$ cat config.mk
export PLATFORM = sky130hd
export DESIGN_NAME = ex_mem_reg
export DESIGN_NICKNAME = d
export VERILOG_FILES = /design/src/rtl/ex_mem_reg.sv
export SDC_FILE = /design/constraint.sdc
export NUM_CORES = 1
export LEC_CHECK = 0
export BUFFER_PORTS_ARGS = -buffer_cell sky130_fd_sc_hd__clkbuf_2
export CAP_MARGIN = 30
export CORE_AREA = 2 2 192 194
export CTS_BUF_LIST = sky130_fd_sc_hd__clkbuf_16
export DETAILED_ROUTE_END_ITERATION = 8
export DIE_AREA = 0 0 194 196
export HOLD_SLACK_MARGIN = 0.03
export PLACE_DENSITY = 0.57
export SLEW_MARGIN = 5
export SYNTH_ARGS = -nofsm -noshare
export SYNTH_HDL_FRONTEND = slang
export SYNTH_SLANG_ARGS = --single-unit
$ cat constraint.sdc
create_clock -name clk -period 2.4 [get_ports clk]
set_clock_uncertainty 0.2 [all_clocks]
set_input_delay 0.12 -clock clk [delete_from_list [all_inputs] [get_ports clk]]
set_output_delay 0.12 -clock clk [all_outputs]
set_load 0.05 [all_outputs]
$ cat src/rtl/ex_mem_reg.sv
// ---------------------------------------------------------------------------
// ex_mem_reg -- EX/MEM pipeline register of the five-stage MIPS core.
//
// Captures the EX stage result on each rising clock edge and presents it to
// the MEM stage one cycle later. It also carries the partial HI/LO product
// and step count of a two-cycle MADD/MSUB back to EX, so that the operation
// survives a bubble.
//
// Ports
//   clk                 rising-edge clock
//   rst                 asynchronous, active-low reset; clears every output
//   stall_i[1:0]        bit0 = EX stalled, bit1 = MEM stalled
//   flush_i             exception flush; discards the in-flight instruction
//   ex_wd_i/ex_wreg_i/ex_wdata_i         destination, write enable, result
//   ex_hi_i/ex_lo_i/ex_whilo_i           HI/LO data and HI/LO write enable
//   ex_aluop_i/ex_mem_addr_i/ex_reg2_i   memory-op code, address, store data
//   hilo_temp_i/cnt_i                    MADD/MSUB partial product and step
//   mem_*_o             registered copies of the ex_*_i fields, for MEM
//   hilo_temp_o/cnt_o   registered partial product and step count, for EX
//
// Update rule per edge, highest priority first:
//   flush    everything loads zero
//   bubble   (stall 01) MEM fields become a NOP, MADD state is carried
//   advance  (stall 00) MEM fields load from EX, MADD state is cleared
//   hold     (stall 1x) everything keeps its value; 10 cannot come from
//            control and is treated as hold
// ---------------------------------------------------------------------------
module ex_mem_reg (
  input  logic        clk,
  input  logic        rst,
  input  logic [1:0]  stall_i,
  input  logic        flush_i,

  input  logic [4:0]  ex_wd_i,
  input  logic        ex_wreg_i,
  input  logic [31:0] ex_wdata_i,
  input  logic [31:0] ex_hi_i,
  input  logic [31:0] ex_lo_i,
  input  logic        ex_whilo_i,
  input  logic [7:0]  ex_aluop_i,
  input  logic [31:0] ex_mem_addr_i,
  input  logic [31:0] ex_reg2_i,
  input  logic [63:0] hilo_temp_i,
  input  logic [1:0]  cnt_i,

  output logic [4:0]  mem_wd_o,
  output logic        mem_wreg_o,
  output logic [31:0] mem_wdata_o,
  output logic [31:0] mem_hi_o,
  output logic [31:0] mem_lo_o,
  output logic        mem_whilo_o,
  output logic [7:0]  mem_aluop_o,
  output logic [31:0] mem_mem_addr_o,
  output logic [31:0] mem_reg2_o,
  output logic [63:0] hilo_temp_o,
  output logic [1:0]  cnt_o
);

  localparam logic [7:0] EXE_NOP_OP = 8'h00;

  typedef enum logic [1:0] {
    UPD_HOLD    = 2'd0,
    UPD_ADVANCE = 2'd1,
    UPD_BUBBLE  = 2'd2,
    UPD_FLUSH   = 2'd3
  } upd_e;

  upd_e upd;

  // Registered state, one stage past EX
  logic [4:0]  wd_p1;
  logic        wreg_p1;
  logic [31:0] wdata_p1;
  logic [31:0] hi_p1;
  logic [31:0] lo_p1;
  logic        whilo_p1;
  logic [7:0]  aluop_p1;
  logic [31:0] mem_addr_p1;
  logic [31:0] reg2_p1;
  logic [63:0] hilo_temp_p1;
  logic [1:0]  cnt_p1;

  // Select the update applied at the next edge. Only 00 advances; 10 is not
  // produced by control and falls through to hold with 11.
  always_comb begin
    upd = UPD_HOLD;
    if (flush_i) begin
      upd = UPD_FLUSH;
    end else if (stall_i == 2'b01) begin
      upd = UPD_BUBBLE;
    end else if (stall_i == 2'b00) begin
      upd = UPD_ADVANCE;
    end
  end

  // ---- EX -> MEM: writeback fields ----
  always_ff @(posedge clk or negedge rst) begin
    if (!rst) begin
      wd_p1    <= 5'h0;
      wreg_p1  <= 1'b0;
      wdata_p1 <= 32'h0;
    end else begin
      unique case (upd)
        UPD_FLUSH, UPD_BUBBLE: begin
          wd_p1    <= 5'h0;
          wreg_p1  <= 1'b0;
          wdata_p1 <= 32'h0;
        end
        UPD_ADVANCE: begin
          wd_p1    <= ex_wd_i;
          wreg_p1  <= ex_wreg_i;
          wdata_p1 <= ex_wdata_i;
        end
        UPD_HOLD: begin
          wd_p1    <= wd_p1;
          wreg_p1  <= wreg_p1;
          wdata_p1 <= wdata_p1;
        end
      endcase
    end
  end

  // ---- EX -> MEM: HI/LO fields ----
  always_ff @(posedge clk or negedge rst) begin
    if (!rst) begin
      hi_p1    <= 32'h0;
      lo_p1    <= 32'h0;
      whilo_p1 <= 1'b0;
    end else begin
      unique case (upd)
        UPD_FLUSH, UPD_BUBBLE: begin
          hi_p1    <= 32'h0;
          lo_p1    <= 32'h0;
          whilo_p1 <= 1'b0;
        end
        UPD_ADVANCE: begin
          hi_p1    <= ex_hi_i;
          lo_p1    <= ex_lo_i;
          whilo_p1 <= ex_whilo_i;
        end
        UPD_HOLD: begin
          hi_p1    <= hi_p1;
          lo_p1    <= lo_p1;
          whilo_p1 <= whilo_p1;
        end
      endcase
    end
  end

  // ---- EX -> MEM: load/store fields ----
  // A bubble must decode as a NOP in MEM, so the op code goes to EXE_NOP_OP.
  always_ff @(posedge clk or negedge rst) begin
    if (!rst) begin
      aluop_p1    <= EXE_NOP_OP;
      mem_addr_p1 <= 32'h0;
      reg2_p1     <= 32'h0;
    end else begin
      unique case (upd)
        UPD_FLUSH, UPD_BUBBLE: begin
          aluop_p1    <= EXE_NOP_OP;
          mem_addr_p1 <= 32'h0;
          reg2_p1     <= 32'h0;
        end
        UPD_ADVANCE: begin
          aluop_p1    <= ex_aluop_i;
          mem_addr_p1 <= ex_mem_addr_i;
          reg2_p1     <= ex_reg2_i;
        end
        UPD_HOLD: begin
          aluop_p1    <= aluop_p1;
          mem_addr_p1 <= mem_addr_p1;
          reg2_p1     <= reg2_p1;
        end
      endcase
    end
  end

  // ---- EX -> EX feedback: MADD/MSUB partial state ----
  // EX stalls itself for the first MADD/MSUB cycle, which appears here as a
  // bubble; the partial product and step count are kept across it. Once the
  // instruction advances the state is spent and returns to zero. The count is
  // stored exactly as EX supplies it, 2'b11 included.
  always_ff @(posedge clk or negedge rst) begin
    if (!rst) begin
      hilo_temp_p1 <= 64'h0;
      cnt_p1       <= 2'b00;
    end else begin
      unique case (upd)
        UPD_FLUSH, UPD_ADVANCE: begin
          hilo_temp_p1 <= 64'h0;
          cnt_p1       <= 2'b00;
        end
        UPD_BUBBLE: begin
          hilo_temp_p1 <= hilo_temp_i;
          cnt_p1       <= cnt_i;
        end
        UPD_HOLD: begin
          hilo_temp_p1 <= hilo_temp_p1;
          cnt_p1       <= cnt_p1;
        end
      endcase
    end
  end

  assign mem_wd_o       = wd_p1;
  assign mem_wreg_o     = wreg_p1;
  assign mem_wdata_o    = wdata_p1;
  assign mem_hi_o       = hi_p1;
  assign mem_lo_o       = lo_p1;
  assign mem_whilo_o    = whilo_p1;
  assign mem_aluop_o    = aluop_p1;
  assign mem_mem_addr_o = mem_addr_p1;
  assign mem_reg2_o     = reg2_p1;
  assign hilo_temp_o    = hilo_temp_p1;
  assign cnt_o          = cnt_p1;

endmodule

Word level (Yosys, flattened, before mapping)
Cells that the tools add are included.

cells by class
  equality and inequality tests = 4
  multiplexer cells = 14
  reductions and logical operators = 4

operators with widths
  cell                  number
  $pmux W32 S2          5
  $pmux W64 S2          1
  $pmux W8 S2           1
  $pmux W5 S2           1
  $eq A2 B1 Y1 const B  2
  $eq A2 B2 Y1 const B  2
  $logic_not A2 Y1      2
  $mux W2               2
  $pmux W1 S2           2
  $pmux W2 S2           1
  $reduce_or A2 Y1      2
  $mux W1               1

word-level totals
  bits in registers = 241
  bits of input ports = 246
  output and inout bits = 241

Depth between registers and ports, before layout
  word-level depth = 7
  depth in mapped cells = 5
  mapped depth without buffers = 2

Worst setup path after synthesis
Ideal clock, no wire load.

  kind = input-to-reg
  start point = input stall_i[1]
  end point = register hilo_temp_p1[21], in the netlist hilo_temp_o[21]
  setup time = 122 ps
  arrival = 860 ps
  data required time = 2078 ps
  path slack = 1218 ps
  stages = 5
  buffers on the path = 3
  path through = nor2b_1 -> buf_2 -> buf_2 -> buf_2 -> a32o_1

between the ends
  cells in the longest elaborated chain, start to end = 7

RTL lines
  item                                                 RTL line  source
  start: declaration                                   31        input logic [1:0] stall_i,
  $logic_not A2 Y1                                     91        end else if (stall_i == 2'b00) begin
  $mux W1                                              91
  $mux W2 *                                            89        end else if (stall_i == 2'b01) begin
  $mux W2 *                                            87        if (flush_i) begin
  $eq A2 B2 Y1 / $eq A2 B1 Y1 (equally long branches)  188       unique case (upd)
  $reduce_or A2 Y1                                     188
  $pmux W64 S2                                         188
  end signal: assignment                               194       hilo_temp_p1 <= hilo_temp_i;
  end signal: assignment                               198       hilo_temp_p1 <= hilo_temp_p1;
  end: declaration                                     80        logic [63:0] hilo_temp_p1;

Mark *: on every way between the ends. The rest lies on a longest branch, timed or not.
A chain may end at the register's enable or synchronous reset.

==> metrics.txt <==
share of final-layout standard cells stronger than drive strength 1 between 40% and 50%; cell area after layout between 15000 and 20000 µm²; highest metal layer with signal wires met4; largest fanout on the critical path between 60 and 70; aggregate global routing overflow 0; setup TNS after final layout 0 ps; longest individual stage delay on the worst path approximately 620 ps; Nets between 1500 and 2000; cells along the critical path dlygate4sd3_1 -> dlygate4sd3_1 -> buf_8 -> buf_12; power after layout 9.90 mW; via count of the first global-routing pass between 9000 and 10000; Max-slew headroom between 50% and 60%; sequential fraction of the synthesis area about two thirds; synthesized cell area about 8800 µm²; area grow syn2layout 74.9%; average cell area after synthesis 15.7 µm²; final routed wire length divided by cell count 18.4 µm; largest delay contributor family on the critical path buffers and inverters; maximum clock path buffer count 3; clock tree from TritonCTS yes; placeable core area 36100 µm²; share of flip-flops with an asynchronous set or reset 100%; Power Dens Cells between 600 and 700 nW/µm²; final weighted congestion in routability-driven placement between 0.7 and 0.8; top cells by area in the synthesized netlist sky130_fd_sc_hd__dfrtp_1, sky130_fd_sc_hd__a32o_1, sky130_fd_sc_hd__buf_2, sky130_fd_sc_hd__clkbuf_1, sky130_fd_sc_hd__nor2b_1; area of placed instances between 10000 and 15000 µm²; Via-to-Cell Ratio around 4.9; met1 WL ~12 mm; share of the clock period used by the worst path after layout 68.7%; cells after synthesis ~570; hold violation count in the final report 0; Initial Utilization 24.5%; EDFF count, synth 0; run status finished clean; placed insts between 1000 and 1500; antenna fix cells 0; worst slack at placement roughly 800 ps; cell taking the most area after synthesis sky130_fd_sc_hd__dfrtp_1; clock buffers created by TritonCTS 27; final standard cell count with taps included and fillers excluded 1793; dominant cell type by count on the critical path sky130_fd_sc_hd__dlygate4sd3_1; Setup crit end kind asynchronous set/reset pin; post-CTS clock slew at the launch and capture registers of the worst setup and hold paths 60 ps; WL final about 33 mm; site row count 70; die footprint around 38000 µm²; count of warnings emitted by yosys 0; setup-violating endpoint count in the final report 0; leakage power figure 7.76 nW; post-synth net total approximately 800; fraction of synthesized cell area taken by the top area cell type 68.2%; total length of routed met2 wires between 15 and 20 mm; max-slew violation count 0; data arrival at the endpoint of the critical path around 2200 ps; Worst-Skew Late Latency between 500 and 600 ps; WS Path Type in2async; Die Ht 196 µm; input/output buffers 486; boundary pin count 487; CP max-delay cell sky130_fd_sc_hd__dlygate4sd3_1; Max IR drop VDD roughly 0.55 mV; flip-flop and latch count after synthesis between 200 and 250; type of the most critical hold path in2reg; setup repair after global routing missed its margin false; met3 wire length approximately 2.8 mm; Worst-Margin Slew roughly 750 ps; DRC marker count from the first detailed-route iteration between 500 and 600; reported max-cap violation count 0; Crit path required time ~2900 ps; most instantiated flip-flop cell in the synthesis netlist sky130_fd_sc_hd__dfrtp_1; number of buffer and inverter instances along the worst setup path 4; HPWL after detailed placement approximately 20 mm; total via count in the routed design ~8700; DRC errors left 0; number of iterations in the first detailed-routing pass 5; master cell of the clock root buffer sky130_fd_sc_hd__clkbuf_16; minimum clock period after layout ~1600 ps; number of antenna violations at the first check in global routing 0; post-CTS setup buffer count 0; horizontal die dimension 194 µm; final setup slack of the worst path 750 ps; commonest cells in the synthesized netlist sky130_fd_sc_hd__a32o_1, sky130_fd_sc_hd__dfrtp_1, sky130_fd_sc_hd__buf_2; pin count of the biggest net entering global routing 139; global-route wire length before repair roughly 51 mm; remaining antenna violation count after routing 0; startpoint class of the critical path primary input; number of distinct library cell variants in the gate-level netlist after synthesis 9; number of clock sinks seen by CTS about 240; global-route usage over all layers about 17%; H-tree depth 1; Max Fclk approximately 0.61 GHz
kinds of logic (layout without fill, tap and decap cells):
kind of cell,Yosys count,in the layout,synth area share (%)
compound gates,241,241,27.3
flops,241,241,68.2
buf+inv,80,840,4.37
simple gates,3,3,0.184
registers in the layout, indices dropped and copies added (netlist names):
name,count
hilo_temp_o,64
mem_aluop_o,8
mem_whilo_o,1
mem_reg2_o,32
mem_wdata_o,32
mem_wreg_o,1
mem_hi_o,32
cnt_o,2
mem_lo_o,32
mem_mem_addr_o,32
mem_wd_o,5
report_power, final:
group / internal (mW) / switching (mW) / leakage, nW
Combinational: 0.707 / 1.12 / 4.05
Clock: 2.13 / 1.63 / 0.429
Sequential: 4.22 / 0.0895 / 3.29
Total: 7.06 / 2.85 / 7.76
final timing paths:
check / startpoint / end / slack, ps / depth (start not counted)
setup reg to reg: mem_hi_o[18] / mem_hi_o[18] / 870 / 2
hold reg to reg: mem_lo_o[15] / mem_lo_o[15] / 290 / 1
setup / recovery: rst / hilo_temp_o[37] / 750 / 4
hold / removal: stall_i[0] / mem_hi_o[31] / 70 / 4
max in group clk: hilo_temp_o[49] / hilo_temp_o[49] / 840 / 1
min in group asynchronous: rst / mem_lo_o[26] / 570 / 3
cell usage in the layout (no fill, tap or decap), drive strengths merged:
cell type    synthesis  final
a32o               241    241
dfrtp              241    241
nor2b                2      2
dlygate4sd3          0    289
buf                 69     17
clkinv               0     10
inv                  1     11
bufinv               0      1
nor2                 1      1
clkbuf              10    512
worst register-to-register path, delay by kind of cell (launching register included):
kind                   cells  cell delay (ps)
DFF                        1              400
AOI/OAI and AO/OA          1              210
buffers and inverters      1              590
layout make-up:
class,count,area (µm²)
repair buffers,791,5610
fillers,3282,20600
flip-flops and latches,241,6030
inverters,1,8.76
well taps,468,586
clock inverters,21,118
multi-input cells,244,2450
clock buffers,27,676
per-layer routing:
metal  GRT usage [%]  vias to the layer above
met5               0                        -
met4            6.26                        0
met3            4.92                       70
met2            28.5                      457
met1            19.5                     4337
li1                -                     3869
per-stage QoR:
| step | util (%) | hold slack [ps] |
|---|---|---|
| 3_5_place_dp | 32.7 | -71.1 |
| 2_1_floorplan | - | -376 |
| 4_1_cts | 42.9 | 68.2 |
| 3_3_place_gp | 32.7 | -77.8 |
| 5_1_grt | 42.9 | 66.3 |
| 6_report | 42.9 | 68.4 |
what timing repair did:
item,in CTS,in global routing
resized for setup,0,0
hold endpoints to repair,482,0
hold buffers,289,0
Power figures use the tool's default switching activity.
